[src/rtl/mdu_process_pkg.sv]
// Shared opcodes, MDU operation codes and FSM state encoding for the
// execute-stage process block (ALU front end plus iterative MUL/DIV unit).
package mdu_process_pkg;

  localparam logic [3:0] ALU_OP_MDU = 4'hf;

  localparam logic MDU_MUL = 1'b0;
  localparam logic MDU_DIV = 1'b1;

  localparam int CY_BIT_DEF = 7;
  localparam int OV_BIT_DEF = 2;
  localparam int P_BIT_DEF  = 0;

  typedef enum logic [1:0] {
    ST_IDLE = 2'd0,
    ST_RUN  = 2'd1,
    ST_DONE = 2'd2
  } mdu_state_e;

  typedef enum logic [3:0] {
    ALU_ADD   = 4'h0,
    ALU_ADDC  = 4'h1,
    ALU_SUBB  = 4'h2,
    ALU_INC   = 4'h3,
    ALU_DEC   = 4'h4,
    ALU_ANL   = 4'h5,
    ALU_ORL   = 4'h6,
    ALU_XRL   = 4'h7,
    ALU_CPL   = 4'h8,
    ALU_RL    = 4'h9,
    ALU_RR    = 4'ha,
    ALU_SETB  = 4'hb,
    ALU_CLRB  = 4'hc,
    ALU_CPLB  = 4'hd,
    ALU_PASSB = 4'he
  } alu_op_e;

endpackage

[src/rtl/mdu_core.sv]
// Iterative unsigned multiply (shift-add) / divide (restoring) unit with a
// start/busy/done handshake; one iteration per clock, WIDTH iterations.
module mdu_core
  import mdu_process_pkg::*;
#(
  parameter int WIDTH  = 8,
  parameter int CY_BIT = CY_BIT_DEF,
  parameter int OV_BIT = OV_BIT_DEF,
  parameter int P_BIT  = P_BIT_DEF
) (
  input  logic             clk,
  input  logic             rst_n,
  input  logic             i_start,
  input  logic [3:0]       i_alu_op,
  input  logic             i_mdu_op,
  input  logic [WIDTH-1:0] i_a,
  input  logic [WIDTH-1:0] i_b,
  input  logic [7:0]       i_psw,
  output logic [WIDTH-1:0] o_res_a,
  output logic [WIDTH-1:0] o_res_b,
  output logic [7:0]       o_res_psw,
  output logic             o_busy,
  output logic             o_done
);

  localparam int CNT_W = $clog2(WIDTH);
  localparam logic [CNT_W-1:0] LAST_CNT = CNT_W'(WIDTH - 1);

  mdu_state_e       r_state, w_state_nxt;
  logic             r_mdu_op;
  logic [WIDTH-1:0] r_m;     // multiplicand / divisor
  logic [WIDTH-1:0] r_acc;   // product high half / partial remainder
  logic [WIDTH-1:0] r_q;     // multiplier -> product low half / dividend -> quotient
  logic [7:0]       r_psw;
  logic [CNT_W-1:0] r_cnt;
  logic [WIDTH-1:0] r_res_a, r_res_b;
  logic [7:0]       r_res_psw;

  logic             w_accept, w_div0, w_last, w_write;
  logic [WIDTH:0]   w_mul_sum, w_div_shift, w_div_trial;
  logic             w_div_ok;
  logic [WIDTH-1:0] w_nxt_acc, w_nxt_q;
  logic [WIDTH-1:0] w_fin_a, w_fin_b;
  logic [7:0]       w_fin_psw;
  logic             w_fin_ov;

  assign w_accept = (r_state == ST_IDLE) && i_start && (i_alu_op == ALU_OP_MDU);
  assign w_div0   = (i_mdu_op == MDU_DIV) && (i_b == '0);
  assign w_last   = (r_state == ST_RUN) && (r_cnt == LAST_CNT);
  assign w_write  = w_last || (w_accept && w_div0);

  // Carry out of the add lands in the top bit and is shifted into the high half.
  assign w_mul_sum   = r_q[0] ? ({1'b0, r_acc} + {1'b0, r_m}) : {1'b0, r_acc};
  assign w_div_shift = {r_acc, r_q[WIDTH-1]};
  assign w_div_trial = w_div_shift - {1'b0, r_m};
  assign w_div_ok    = ~w_div_trial[WIDTH];

  always_comb begin
    if (r_mdu_op == MDU_MUL) begin
      w_nxt_acc = w_mul_sum[WIDTH:1];
      w_nxt_q   = {w_mul_sum[0], r_q[WIDTH-1:1]};
    end else begin
      w_nxt_acc = w_div_ok ? w_div_trial[WIDTH-1:0] : w_div_shift[WIDTH-1:0];
      w_nxt_q   = {r_q[WIDTH-2:0], w_div_ok};
    end
  end

  // Divide-by-zero finishes straight from IDLE using the live inputs.
  always_comb begin
    w_fin_a   = w_nxt_q;
    w_fin_b   = w_nxt_acc;
    w_fin_psw = r_psw;
    w_fin_ov  = (r_mdu_op == MDU_MUL) && (w_nxt_acc != '0);
    if (r_state == ST_IDLE) begin
      w_fin_a   = i_a;
      w_fin_b   = i_b;
      w_fin_psw = i_psw;
      w_fin_ov  = 1'b1;
    end
    w_fin_psw[CY_BIT] = 1'b0;
    w_fin_psw[OV_BIT] = w_fin_ov;
    w_fin_psw[P_BIT]  = ^w_fin_a;
  end

  always_comb begin
    w_state_nxt = r_state;
    case (r_state)
      ST_IDLE: if (w_accept) w_state_nxt = w_div0 ? ST_DONE : ST_RUN;
      ST_RUN:  if (w_last)   w_state_nxt = ST_DONE;
      ST_DONE: w_state_nxt = ST_IDLE;
      default: w_state_nxt = ST_IDLE;
    endcase
  end

  always_ff @(posedge clk or negedge rst_n) begin
    if (!rst_n) r_state <= ST_IDLE;
    else        r_state <= w_state_nxt;
  end

  // NOTE: sequential state uses non-blocking assignments so every register
  // samples values from before the edge, independent of statement order.
  always_ff @(posedge clk or negedge rst_n) begin
    if (!rst_n) begin
      r_mdu_op  <= MDU_MUL;
      r_m       <= '0;
      r_acc     <= '0;
      r_q       <= '0;
      r_psw     <= '0;
      r_cnt     <= '0;
      r_res_a   <= '0;
      r_res_b   <= '0;
      r_res_psw <= '0;
    end else begin
      if (w_accept) begin
        r_mdu_op <= i_mdu_op;
        r_m      <= i_b;
        r_acc    <= '0;
        r_q      <= i_a;
        r_psw    <= i_psw;
        r_cnt    <= '0;
      end else if (r_state == ST_RUN) begin
        r_acc <= w_nxt_acc;
        r_q   <= w_nxt_q;
        r_cnt <= r_cnt + CNT_W'(1);
      end
      if (w_write) begin
        r_res_a   <= w_fin_a;
        r_res_b   <= w_fin_b;
        r_res_psw <= w_fin_psw;
      end
    end
  end

  assign o_res_a   = r_res_a;
  assign o_res_b   = r_res_b;
  assign o_res_psw = r_res_psw;
  assign o_busy    = (r_state != ST_IDLE);
  assign o_done    = (r_state == ST_DONE);

endmodule

[src/rtl/mdu_process_alu.sv]
// Single-cycle combinational ALU of the execute stage: arithmetic, logic,
// rotate and bit ops, updating CY/OV/P in the PSW.
module mdu_process_alu
  import mdu_process_pkg::*;
#(
  parameter int WIDTH  = 8,
  parameter int CY_BIT = CY_BIT_DEF,
  parameter int OV_BIT = OV_BIT_DEF,
  parameter int P_BIT  = P_BIT_DEF
) (
  input  logic [WIDTH-1:0] i_a,
  input  logic [WIDTH-1:0] i_b,
  input  logic [2:0]       i_bit_loc,
  input  logic [3:0]       i_op,
  input  logic [7:0]       i_psw,
  output logic [WIDTH-1:0] o_result,
  output logic [7:0]       o_psw
);

  logic             w_cin;
  logic [WIDTH:0]   w_sum;
  logic [WIDTH-1:0] w_mask;
  logic [WIDTH-1:0] w_res;
  logic             w_cy;
  logic             w_ov;

  assign w_cin  = i_psw[CY_BIT] & ((i_op == ALU_ADDC) | (i_op == ALU_SUBB));
  assign w_mask = WIDTH'(1) << i_bit_loc;

  // NOTE: every variable gets a default before the case so no path infers a latch.
  always_comb begin
    w_res = i_a;
    w_cy  = i_psw[CY_BIT];
    w_ov  = i_psw[OV_BIT];
    w_sum = '0;
    case (i_op)
      ALU_ADD, ALU_ADDC: begin
        w_sum = {1'b0, i_a} + {1'b0, i_b} + (WIDTH+1)'(w_cin);
        w_res = w_sum[WIDTH-1:0];
        w_cy  = w_sum[WIDTH];
        w_ov  = (i_a[WIDTH-1] == i_b[WIDTH-1]) && (w_sum[WIDTH-1] != i_a[WIDTH-1]);
      end
      ALU_SUBB: begin
        w_sum = {1'b0, i_a} - {1'b0, i_b} - (WIDTH+1)'(w_cin);
        w_res = w_sum[WIDTH-1:0];
        w_cy  = w_sum[WIDTH];
        w_ov  = (i_a[WIDTH-1] != i_b[WIDTH-1]) && (w_sum[WIDTH-1] != i_a[WIDTH-1]);
      end
      ALU_INC:   w_res = i_a + WIDTH'(1);
      ALU_DEC:   w_res = i_a - WIDTH'(1);
      ALU_ANL:   w_res = i_a & i_b;
      ALU_ORL:   w_res = i_a | i_b;
      ALU_XRL:   w_res = i_a ^ i_b;
      ALU_CPL:   w_res = ~i_a;
      ALU_RL:    w_res = {i_a[WIDTH-2:0], i_a[WIDTH-1]};
      ALU_RR:    w_res = {i_a[0], i_a[WIDTH-1:1]};
      ALU_SETB:  w_res = i_a | w_mask;
      ALU_CLRB:  w_res = i_a & ~w_mask;
      ALU_CPLB:  w_res = i_a ^ w_mask;
      ALU_PASSB: w_res = i_b;
      default:   w_res = i_a;
    endcase
  end

  always_comb begin
    o_result      = w_res;
    o_psw         = i_psw;
    o_psw[CY_BIT] = w_cy;
    o_psw[OV_BIT] = w_ov;
    o_psw[P_BIT]  = ^w_res;
  end

endmodule

[src/rtl/mdu_process.sv]
// Execute-stage process block: combinational ALU for ordinary opcodes, the
// multi-cycle MUL/DIV unit's registered results behind opcode 4'hf.
module mdu_process
  import mdu_process_pkg::*;
#(
  parameter int WIDTH  = 8,
  parameter int CY_BIT = CY_BIT_DEF,
  parameter int OV_BIT = OV_BIT_DEF,
  parameter int P_BIT  = P_BIT_DEF
) (
  input  logic             clk,
  input  logic             rst_n,
  input  logic [7:0]       psw_in,
  input  logic [WIDTH-1:0] a_data,
  input  logic [WIDTH-1:0] b_data,
  input  logic [2:0]       bit_location,
  input  logic [3:0]       alu_op,
  input  logic             mdu_op,
  input  logic             start,
  output logic [WIDTH-1:0] ans,
  output logic [WIDTH-1:0] ans_b,
  output logic [7:0]       psw_out,
  output logic             busy,
  output logic             done
);

  logic [WIDTH-1:0] w_alu_res, w_res_a, w_res_b;
  logic [7:0]       w_alu_psw, w_res_psw;

  mdu_process_alu #(
    .WIDTH (WIDTH), .CY_BIT(CY_BIT), .OV_BIT(OV_BIT), .P_BIT(P_BIT)
  ) u_alu (
    .i_a      (a_data),
    .i_b      (b_data),
    .i_bit_loc(bit_location),
    .i_op     (alu_op),
    .i_psw    (psw_in),
    .o_result (w_alu_res),
    .o_psw    (w_alu_psw)
  );

  mdu_core #(
    .WIDTH (WIDTH), .CY_BIT(CY_BIT), .OV_BIT(OV_BIT), .P_BIT(P_BIT)
  ) u_mdu (
    .clk      (clk),
    .rst_n    (rst_n),
    .i_start  (start),
    .i_alu_op (alu_op),
    .i_mdu_op (mdu_op),
    .i_a      (a_data),
    .i_b      (b_data),
    .i_psw    (psw_in),
    .o_res_a  (w_res_a),
    .o_res_b  (w_res_b),
    .o_res_psw(w_res_psw),
    .o_busy   (busy),
    .o_done   (done)
  );

  always_comb begin
    if (alu_op == ALU_OP_MDU) begin
      ans     = w_res_a;
      ans_b   = w_res_b;
      psw_out = w_res_psw;
    end else begin
      ans     = w_alu_res;
      ans_b   = '0;
      psw_out = w_alu_psw;
    end
  end

endmodule

[config.mk]
export PLATFORM = sky130hd
export DESIGN_NAME = mdu_process
export DESIGN_NICKNAME = d
export VERILOG_FILES = /design/src/rtl/mdu_process_pkg.sv /design/src/rtl/mdu_core.sv /design/src/rtl/mdu_process_alu.sv /design/src/rtl/mdu_process.sv
export SDC_FILE = /design/constraint.sdc
export NUM_CORES = 1
export LEC_CHECK = 0
export ABC_AREA = 1
export CAP_MARGIN = 10
export CORE_MARGIN = 3
export CORE_UTILIZATION = 25
export CTS_CLUSTER_DIAMETER = 50
export DETAILED_ROUTE_END_ITERATION = 16
export PLACE_DENSITY_LB_ADDON = 0.1
export RECOVER_POWER = 50
export SLEW_MARGIN = 15
export SYNTH_ARGS = -nofsm -noshare
export SYNTH_HDL_FRONTEND = slang
export SYNTH_SLANG_ARGS = --single-unit
[constraint.sdc]
create_clock -name clk -period 4.1 [get_ports clk]
set_input_delay 0.41 -clock clk [delete_from_list [all_inputs] [get_ports clk]]
set_output_delay 0.41 -clock clk [all_outputs]
set_load 0.02 [all_outputs]
After elaboration in Yosys (flattened, before gate mapping)

Cells that the tools add are included.

Output and inout bits: 26
Logic and storage cells: 99
Register bits: 60
Input bits: 35

Shift-type cells: 1
Equality and inequality tests: 24
Reductions and logical operators: 19
Bitwise logic cells: 12
$add $sub $neg: 9
Muxes and demuxes: 24

Operators by type and width:

| cell                                             | number |
|---|---|
| case mux 8 bit (14 select lines)                 | 1 |
| two-way mux 8 bit                                | 12 |
| == test 4 bit, second input constant             | 8 |
| adder 8 x 8 -> 9 bit                             | 2 |
| bitwise AND 8 bit                                | 2 |
| == test 4 x 3 -> 1 bit, second input constant    | 4 |
| inverter 8 bit                                   | 2 |
| bitwise OR 8 bit                                 | 2 |
| parity 8 bit                                     | 2 |
| XOR 8 bit                                        | 2 |
| adder 9 x 1 -> 9 bit                             | 1 |
| two-way mux 9 bit                                | 1 |
| subtractor 8 x 8 -> 9 bit                        | 1 |
| subtractor 9 x 1 -> 9 bit                        | 1 |
| subtractor 9 x 8 -> 9 bit                        | 1 |
| adder 8 x 1 -> 8 bit, second input constant      | 1 |
| == test 4 x 2 -> 1 bit, second input constant    | 2 |
| logical AND 1 bit                                | 8 |
| logical NOT 8 bit                                | 1 |
| nonzero test 8 bit                               | 1 |
| << shifter 1 x 3 -> 8 bit, first input constant  | 1 |
| subtractor 8 x 1 -> 8 bit, second input constant | 1 |
| two-way mux 7 bit                                | 1 |
| two-way mux 2 bit                                | 3 |
| 21 further kinds                                 | 28 |

Logic depth before layout (Yosys ltp)

Gate-level depths: netlist of the first run.

Depth in word-level cells: 8
Mapped depth: 25
Gate-level depth less buffers: 25

Modules after synthesis

From an unflattened synthesis of the first run, not the netlist that was laid out.

Cells, all modules: 1164
Area, all modules: 6934.2 µm²

Modules (own cells, without submodules):

| module          | area an instance (µm²) | cells an instance | instances | sequential area each (µm²) |
|---|---|---|---|---|
| mdu_core        | 3703.6                 | 505               | 1         | 1451.4 |
| mdu_process_alu | 2901.5                 | 588               | 1         | 0.0 |
| mdu_process     | 329.1                  | 71                | 1         | 0.0 |

Worst setup path after synthesis of the first run

OpenSTA, ideal clock, no wires.

Path type: input to output
From: in alu_op[1]
To: out psw_out[0]
Cell stages on the path: 24
Arrival time: 2.766 ns
Path buffers: 0
Data required time: 3.690 ns
Path slack: 0.924 ns
Cell sequence: nand2_2 nand4_1 inv_1 fa_1 inv_1 ha_1 or2_2 nand2_1 nand3_1 nand2_1 nand3_1 nand2_1 inv_1 nand3_1 nand2_1 nand2_1 nand2_1 inv_1 nand2_1 nand2_1 nand2_1 nand2_1 nand2_1 nand2_1

Word-level cells in the longest chain between the ends: 7
Elaborated cells between the ends (all ways): 24
Those cells by class: add/sub (2); eq/ne (15); mux (2); bitwise (2); reduce/logical (3)

Ends and longest elaborated chain:

| what                                                              | RTL line                                     | source |
|---|---|---|
| start, declared                                                   | mdu_process.sv:17                            | `input logic [3:0] alu_op,` |
| == test 4 x 1 -> 1 bit or == test 4 x 2 -> 1 bit (tied branches)  | mdu_process_alu.sv:27, mdu_process_alu.sv:36 |  |
| bitwise OR 1 bit                                                  | mdu_process_alu.sv:27                        | `assign w_cin = i_psw[CY_BIT] & ((i_op == ALU_ADDC) \| (i_op == ALU_SUBB));` |
| bitwise AND 1 bit                                                 | mdu_process_alu.sv:27                        |  |
| subtractor 9 x 1 -> 9 bit or adder 9 x 1 -> 9 bit (tied branches) | mdu_process_alu.sv:44, mdu_process_alu.sv:38 |  |
| case mux 8 bit (14 select lines)                                  | mdu_process_alu.sv:36                        | `case (i_op)` |
| parity 8 bit                                                      | mdu_process_alu.sv:70                        | `o_psw[P_BIT] = ^w_res;` |
| two-way mux 8 bit (*)                                             | mdu_process.sv:61                            | `if (alu_op == ALU_OP_MDU) begin` |
| end, declared                                                     | mdu_process.sv:22                            | `output logic [7:0] psw_out,` |

Every way passes the cells marked *; elsewhere a longest branch is shown, timed or not.

Final worst setup path of the first run

From: in alu_op[0]
To: out psw_out[0]

Same word-level chain as after synthesis.

==> impl_metrics.json, run 1 <==
{
  "min_period_over_period_pct": 98.26,
  "die_width_um": 166.2,
  "layout.cells.most_common": "sky130_fd_sc_hd__nand2_1",
  "num_io_pins": 61,
  "rsz0062_at_grt": "true",
  "start_util_pct": 25.48,
  "drt_iter0_drc": 452,
  "synth-seq-cells": 58,
  "area_growth_pct": 30.01,
  "worstSetupStartpoint": "alu_op[0]",
  "drt_wl_total_um": 24970,
  "synth_area_per_cell_um2": 5.992,
  "floorplan.core_area_um2": 25180,
  "post-route-drc-count": 0,
  "detailed_routing_iteration_count_for_the_pre_antenna_repair_pass": 4,
  "timing.critical_path.arrival_ps": 3620,
  "antenna-diode-count": 0,
  "peakVddDrop_mv": 0.3576,
  "clock_tree.buffer_depth": 2,
  "h_tree_depth_reported_by_cts": 3,
  "worst_setup_path_end_kind": "primary output",
  "layout_common_cells": "sky130_fd_sc_hd__nand2_1 (363), sky130_fd_sc_hd__inv_1 (153), sky130_fd_sc_hd__nand3_1 (101)",
  "hold_path.class": "flop to flop",
  "violations": "max-capacitance violations, max-slew violations",
  "static_leakage_nw": 4.381,
  "hold_path.startpoint": "u_mdu.r_psw[1]",
  "final_layout_size_suffix_gt1_share_pct": 11.32,
  "final.setup_skew_ps": 5.720,
  "path_clk_slew_ps": 50,
  "clkLatencyLatePin_ps": 330,
  "finish.instance_area_um2": 8343,
  "design.die.area_um2": 27630,
  "tritoncts": "built",
  "synthesis.instances": 1071,
  "fp.dieH_um": 166.2,
  "port_buffer_cells": 59,
  "synth_enable_flop_cells": 0,
  "gpl.final_weighted_congestion": 0.8928,
  "post_drt_via_cell_ratio": 4.675,
  "post_dp_cell_area_um2": 8069,
  "drt.antenna.violating_nets": 0,
  "power_density_nw_per_um2": 475.6,
  "cp-start-kind": "primary input",
  "worst-path-max-fanout": 3,
  "final-max-slew-violation-count": 74,
  "initial_antenna_violation_count": 0,
  "synth_seq_area_share_pct": 22.62,
  "layout.cells.non_filler": 1549,
  "worst-slew-pin-transition_ps": 2089,
  "route.vias.total": 7241,
  "worst_path_max_delay_cell": "sky130_fd_sc_hd__clkdlybuf4s50_1",
  "finalNetCount": 1302,
  "clockRootBuffer": "sky130_fd_sc_hd__clkbuf_16",
  "cts_inserted_buffers": 9,
  "global_route.overflow_total": 0,
  "first_global_vias": 7160,
  "post_synth_instance_area_um2": 6417,
  "worst_ep_required_time_ps": 3690,
  "post-place-cells": 1534,
  "power.total_mw": 3.968,
  "worst-path-buf-inv": 7,
  "max_cap_violations": 2,
  "routedWlPerCell_um": 16.12,
  "rr_startpoint": "u_mdu.r_q[7]",
  "cp_most_frequent_cell": "sky130_fd_sc_hd__nand2_1",
  "synth_nets": 1158,
  "timing.critical_path.cells": "clkdlybuf4s50_1 -> inv_2 -> nand2_1 -> nand4_1 -> inv_1 -> fa_1 -> ha_1 -> xor2_1 -> a21oi_1 -> nand3_1 -> nor2_1 -> nand3_1 -> inv_1 -> nand2_1 -> nand2_1 -> inv_1 -> nand2_1 -> nand2_1 -> inv_1 -> nand2_1 -> nand2_1 -> nand2_1 -> nand2_1 -> clkdlybuf4s15_2",
  "timing.critical_path.slowest_cell_delay_ps": 530,
  "finalWorstPathRequiredPeriod_ps": 4029,
  "fmaxAchievable_ghz": 0.2482,
  "synth_cell_types": 39,
  "timing.max_slew.rel_slack_pct": -39.25,
  "detailedPlacementHpwl_um": 20320,
  "final-setup-viol-count": 0,
  "critical-path-top-delay-family": "buffers and inverters",
  "grt_use_total_pct": 18.18,
  "worst-setup-path-type": "primary input to primary output",
  "cts_num_sinks": 58,
  "outcome": "finished with violations",
  "grt_first_pass_wirelength_um": 39790,
  "synth_flop_cell": "sky130_fd_sc_hd__dfrtp_1",
  "cts_setup_buffers": 0,
  "grt_start_max_net_pins": 38,
  "postSynth.asyncResetShare_pct": 100.0,
  "finalHoldViolCount": 0,
  "yosys_warnings": 0,
  "holdBufCountCts": 0,
  "row_count": 58
}
report_power, final:
| group | internal (mW) | switching (mW) | total (mW) |
|---|---|---|---|
| sequential | 0.802 | 0.175 | 0.977 |
| combinational | 0.882 | 1.44 | 2.33 |
| clock | 0.400 | 0.265 | 0.665 |
| total | 2.08 | 1.88 | 3.97 |
kinds of logic (layout without fill, tap and decap cells):
kind of cell	Yosys count	count (layout)	synth area share (%)
AOI/OAI and AO/OA	170	170	15.09
and+or+nand+nor	590	590	38.35
adders and majority gates	52	52	10.96
buffers and inverters	187	335	11.07
DFF	58	58	22.62
xor gates and xnor gates	14	14	1.911
per-layer routing:
layer  global-route usage, %  up-vias  share of wire, %
li1                        -     3761                 -
met1                   23.01     3285                45
met2                   32.02      152                48
met3                   1.619       43               2.6
met4                   7.209        0               3.9
met5                       0        -                 0
path summary, 6_finish.rpt:
kind	depth (start not counted)	to	slack, ps
setup / recovery	24	psw_out[0]	70
setup reg to reg	19	u_mdu.o_res_psw[2]	1180
hold / removal	2	u_mdu.r_psw[1]	480
hold reg to reg	2	u_mdu.r_psw[1]	480
max in group asynchronous	2	u_mdu.o_res_b[4]	1390
min in group asynchronous	1	u_mdu.r_acc[7]	690
through the flow:
step / setup TNS, ps / utilization (%) / hold WS [ps] / worst slack, ps
finish: 0 / 33.13 / 480.4 / 71.39
floorplan: 0 / - / 114.4 / 924.0
detailed placement: -701.6 / 32.04 / 470.7 / -316.7
global route: -216.8 / 33.13 / 509.7 / -216.8
global placement: -672.6 / 32.04 / 468.4 / -311.8
CTS: 0 / 33.07 / 232.4 / 20.63
tightest hold or removal path: stages, from the launching register on:
cell and delay (ps):
sky130_fd_sc_hd__dfrtp_1 340, sky130_fd_sc_hd__nand2_1 50, sky130_fd_sc_hd__o21ai_0 50
repair_timing:
| item | CTS | global route |
|---|---|---|
| endpoints found under the setup margin | 4 | 10 |
| resized for setup | 6 | 14 |
| cloned | 0 | 0 |
cell usage after synthesis (3+ instances only):
cell type                  number  area (um2)
sky130_fd_sc_hd__nand2_1      363        1363
sky130_fd_sc_hd__inv_1        153       574.3
sky130_fd_sc_hd__nand3_1      102       510.5
sky130_fd_sc_hd__nor2_1        83       311.6
sky130_fd_sc_hd__o21ai_0       77       385.4
sky130_fd_sc_hd__dfrtp_1       58        1451
sky130_fd_sc_hd__ha_1          45       563.0
sky130_fd_sc_hd__a21oi_1       40       200.2
sky130_fd_sc_hd__clkbuf_1      19       71.32
sky130_fd_sc_hd__nand4_1       19       118.9
sky130_fd_sc_hd__xor2_1        12       105.1
sky130_fd_sc_hd__a31oi_1        9       56.30
sky130_fd_sc_hd__o211ai_1       8       60.06
sky130_fd_sc_hd__o22ai_1        8       50.05
sky130_fd_sc_hd__fa_1           7       140.1
sky130_fd_sc_hd__o221ai_1       6       52.55
sky130_fd_sc_hd__inv_2          5       18.77
sky130_fd_sc_hd__nor3_1         5       25.02
sky130_fd_sc_hd__buf_2          4       20.02
sky130_fd_sc_hd__clkinv_1       4       15.01
sky130_fd_sc_hd__nand3b_1       4       30.03
sky130_fd_sc_hd__nor2_2         4       25.02
sky130_fd_sc_hd__o21a_1         4       30.03
sky130_fd_sc_hd__o21ai_1        4       20.02
sky130_fd_sc_hd__o21bai_1       4       30.03
sky130_fd_sc_hd__nand2_2        3       18.77
sky130_fd_sc_hd__nor2_4         3       33.78
sky130_fd_sc_hd__o21ai_2        3       26.28
sky130_fd_sc_hd__or2_2          3       18.77
layout make-up:
type | instances | area (um2)
clock inverters | 6 | 35.03
fillers | 2793 | 16840
inverters | 162 | 608.1
clock buffers | 9 | 225.2
well taps | 330 | 412.9
repair buffers | 158 | 1345
multi-input cells | 826 | 4265
flip-flops and latches | 58 | 1451
flip-flops by register name (all words and copies together), names as in the netlist:
| signal | count |
|---|---|
| u_mdu.r_cnt | 3 |
| u_mdu.r_state | 2 |
| u_mdu.o_res_psw | 7 |
| u_mdu.o_res_b | 8 |
| u_mdu.r_acc | 8 |
| u_mdu.r_m | 8 |
| u_mdu.r_q | 8 |
| u_mdu.r_psw | 5 |
| u_mdu.r_mdu_op | 1 |
| u_mdu.o_res_a | 8 |
Note: power is estimated with default switching activity, not from simulation.
==> run 2, diff against run 1 <==
--- a/config.mk
+++ b/config.mk
@@ -6,7 +6,8 @@
 export NUM_CORES = 1
 export LEC_CHECK = 0
 export ABC_AREA = 1
-export CAP_MARGIN = 10
+export CAP_MARGIN = 5
+export CORE_ASPECT_RATIO = 1.75
 export CORE_MARGIN = 3
 export CORE_UTILIZATION = 25
 export CTS_CLUSTER_DIAMETER = 50
==> impl_metrics.json, run 2 (same netlist as run 1, synthesis figures left out) <==
{
  "busiest_layer": "met2",
  "tritoncts": "built",
  "min_period_over_period_pct": 93.75,
  "postLayoutCoreUtil_pct": 33.57,
  "area_growth_pct": 32.03,
  "fmaxAchievable_ghz": 0.2602,
  "grt_first_pass_wirelength_um": 42550,
  "fp.dieH_um": 217.9,
  "global_route.overflow_total": 0,
  "clkLatencyLatePin_ps": 330,
  "design.die.area_um2": 27700,
  "setup.reg_to_reg.worst_slack_ps": 1090,
  "row_count": 77,
  "detailedPlacementHpwl_um": 22920,
  "cts_num_sinks": 58,
  "drt.antenna.violating_nets": 0,
  "static_leakage_nw": 4.439,
  "cts_inserted_buffers": 9,
  "floorplan.core_area_um2": 25240,
  "routedWlPerCell_um": 17.88,
  "final.setup_skew_ps": 9.403,
  "hold_path.class": "primary input to async pin",
  "fin_tns_setup_ps": 0,
  "detailed_routing_iteration_count_for_the_pre_antenna_repair_pass": 5,
  "timing.max_slew.rel_slack_pct": -21.27,
  "die_width_um": 127.1,
  "rsz0062_at_grt": "false",
  "violations": "max-capacitance violations, max-slew violations",
  "power_density_nw_per_um2": 498.0,
  "finalNetCount": 1314,
  "met3_usage_pct": 1.593,
  "outcome": "finished with violations",
  "timing.critical_path.arrival_ps": 3430,
  "worst_setup_path_end_kind": "primary output",
  "post-route-drc-count": 0,
  "rr_endpoint": "u_mdu.o_res_psw[2]",
  "power.share.switching_pct": 46.77,
  "p_int_mw": 2.246,
  "gpl.final_weighted_congestion": 0.9792,
  "comb_power_share_pct": 56.6,
  "cp-start-kind": "primary input",
  "first_global_vias": 7575,
  "fill_cells": 2891,
  "final-max-slew-violation-count": 99,
  "smallest_setup_slack_after_layout_ps": 256.2,
  "worst-slew-pin-transition_ps": 1819,
  "grt_start_max_net_pins": 38,
  "finalWorstPathRequiredPeriod_ps": 3844,
  "worst-setup-path-type": "primary input to primary output",
  "pwr-share-clk_pct": 19.8,
  "layout_common_cells": "sky130_fd_sc_hd__nand2_1 (360), sky130_fd_sc_hd__inv_1 (152), sky130_fd_sc_hd__buf_4 (105)",
  "worst_ep_required_time_ps": 3690,
  "met1_usage_pct": 20.03,
  "peakVddDrop_mv": 0.2158,
  "power_frac_seq_pct": 23.6,
  "h_tree_depth_reported_by_cts": 3,
  "final-setup-viol-count": 0,
  "worst-path-max-fanout": 3,
  "start_util_pct": 25.42,
  "max_cap_violations": 3,
  "post_drt_via_cell_ratio": 4.811,
  "path_clk_slew_ps": 50,
  "rr_startpoint": "u_mdu.r_q[7]",
  "layout.cells.most_common": "sky130_fd_sc_hd__nand2_1",
  "clockRootBuffer": "sky130_fd_sc_hd__clkbuf_16",
  "groute.layer.met2.usage_pct": 38.61,
  "switchingPower_mw": 1.974,
  "dp_slack_ps": -415.8,
  "route.vias.total": 7447,
  "final_layout_size_suffix_gt1_share_pct": 12.34,
  "drt_iter0_drc": 413,
  "clock_tree.buffer_depth": 2,
  "num_io_pins": 61,
  "finalHoldViolCount": 0,
  "worst_r2r_path_depth": 20,
  "drt_wl_total_um": 27680,
  "port_buffer_cells": 59,
  "grt_use_total_pct": 20.07,
  "holdBufCountCts": 0,
  "initial_antenna_violation_count": 0,
  "antenna-diode-count": 0
}
-- run 2: cell types whose count changed in the layout (fill, tap and decap cells not counted), moves of 3 or more --
cell                             previous run  this run
sky130_fd_sc_hd__buf_4                     96       105
sky130_fd_sc_hd__dlygate4sd2_1              1         8
sky130_fd_sc_hd__clkbuf_1                   3         7
sky130_fd_sc_hd__clkinv_2                   4         1
sky130_fd_sc_hd__dlymetal6s2s_1             7         4
sky130_fd_sc_hd__nand2_1                  363       360
sky130_fd_sc_hd__nand2_2                    3         6
-- run 2: area by class of cell --
| type | instances | area (um2) | share of cell area [%] |
|---|---|---|---|
| clock buffer | 12 | 256.5 | 3.027 |
| clock inverter | 4 | 73.82 | 0.8712 |
| inverter | 162 | 608.1 | 7.177 |
| multi-input combinational | 826 | 4275 | 50.46 |
| sequential | 58 | 1451 | 17.13 |
| tap | 316 | 395.4 | 4.666 |
| timing repair buffer | 170 | 1413 | 16.67 |
-- run 2: worst max-delay path by stage --
stage | start | to | slack [ps] | cells past startpoint
2_1_floorplan | alu_op[1] | psw_out[0] | 920 | 24
3_3_place_gp | alu_op[1] | psw_out[0] | -380 | 24
3_5_place_dp | alu_op[1] | psw_out[0] | -420 | 22
4_1_cts | alu_op[3] | ans[7] | 80 | 17
5_1_grt | alu_op[0] | ans[7] | 50 | 18
6_report | alu_op[1] | ans[1] | 260 | 17
-- run 2: worst max-delay path: stages --
cell                              delay (ps)
sky130_fd_sc_hd__dlygate4sd2_1           270
sky130_fd_sc_hd__inv_2                    50
sky130_fd_sc_hd__nand2_1                  90
sky130_fd_sc_hd__nand4_1                 140
sky130_fd_sc_hd__buf_4                   170
sky130_fd_sc_hd__fa_2                    370
sky130_fd_sc_hd__fa_2                    530
sky130_fd_sc_hd__nand2_1                  50
sky130_fd_sc_hd__nand2_1                  60
sky130_fd_sc_hd__inv_1                    30
sky130_fd_sc_hd__nand2_1                  60
sky130_fd_sc_hd__nor2_1                   70
sky130_fd_sc_hd__nand3_1                  90
sky130_fd_sc_hd__nor2_1                   60
sky130_fd_sc_hd__buf_4                   120
sky130_fd_sc_hd__o21ai_0                 150
sky130_fd_sc_hd__clkdlybuf4s50_1         690
-- run 2: per-stage QoR --
step	hold slack (ps)	total power, mW	instance area [um2]	cells
3_5_place_dp	465.9	3.423	8134	1531
4_1_cts	122.9	4.262	8449	1547
6_report	447.0	4.220	8473	1548
2_1_floorplan	114.4	2.556	6417	1071
5_1_grt	507.1	4.633	8473	1548
3_3_place_gp	469.7	3.411	8134	1531
-- run 2: layer usage --
layer / wire length (um) / vias to the layer above
met3: 648 / 78
li1: - / 3769
met2: 15040 / 171
met5: 0 / -
met4: 2111 / 0
met1: 9877 / 3429
-- run 2: power groups by stage --
stage / logic (mW) / clock network, mW / registers, mW
finish: 2.39 / 0.834 / 0.996
global placement: 2.40 / 0 / 1.01
detailed placement: 2.42 / 0 / 1.01
floorplan: 1.64 / 0 / 0.916
global route: 2.73 / 0.872 / 1.03
CTS: 2.41 / 0.851 / 1.00
-- run 2: what timing repair did --
| action | CTS | global route |
|---|---|---|
| pin swaps | 0 | 4 |
| buffers inserted | 0 | 1 |
| resized for setup | 12 | 17 |
| gates cloned | 0 | 0 |
| endpoints found under the setup margin | 7 | 6 |
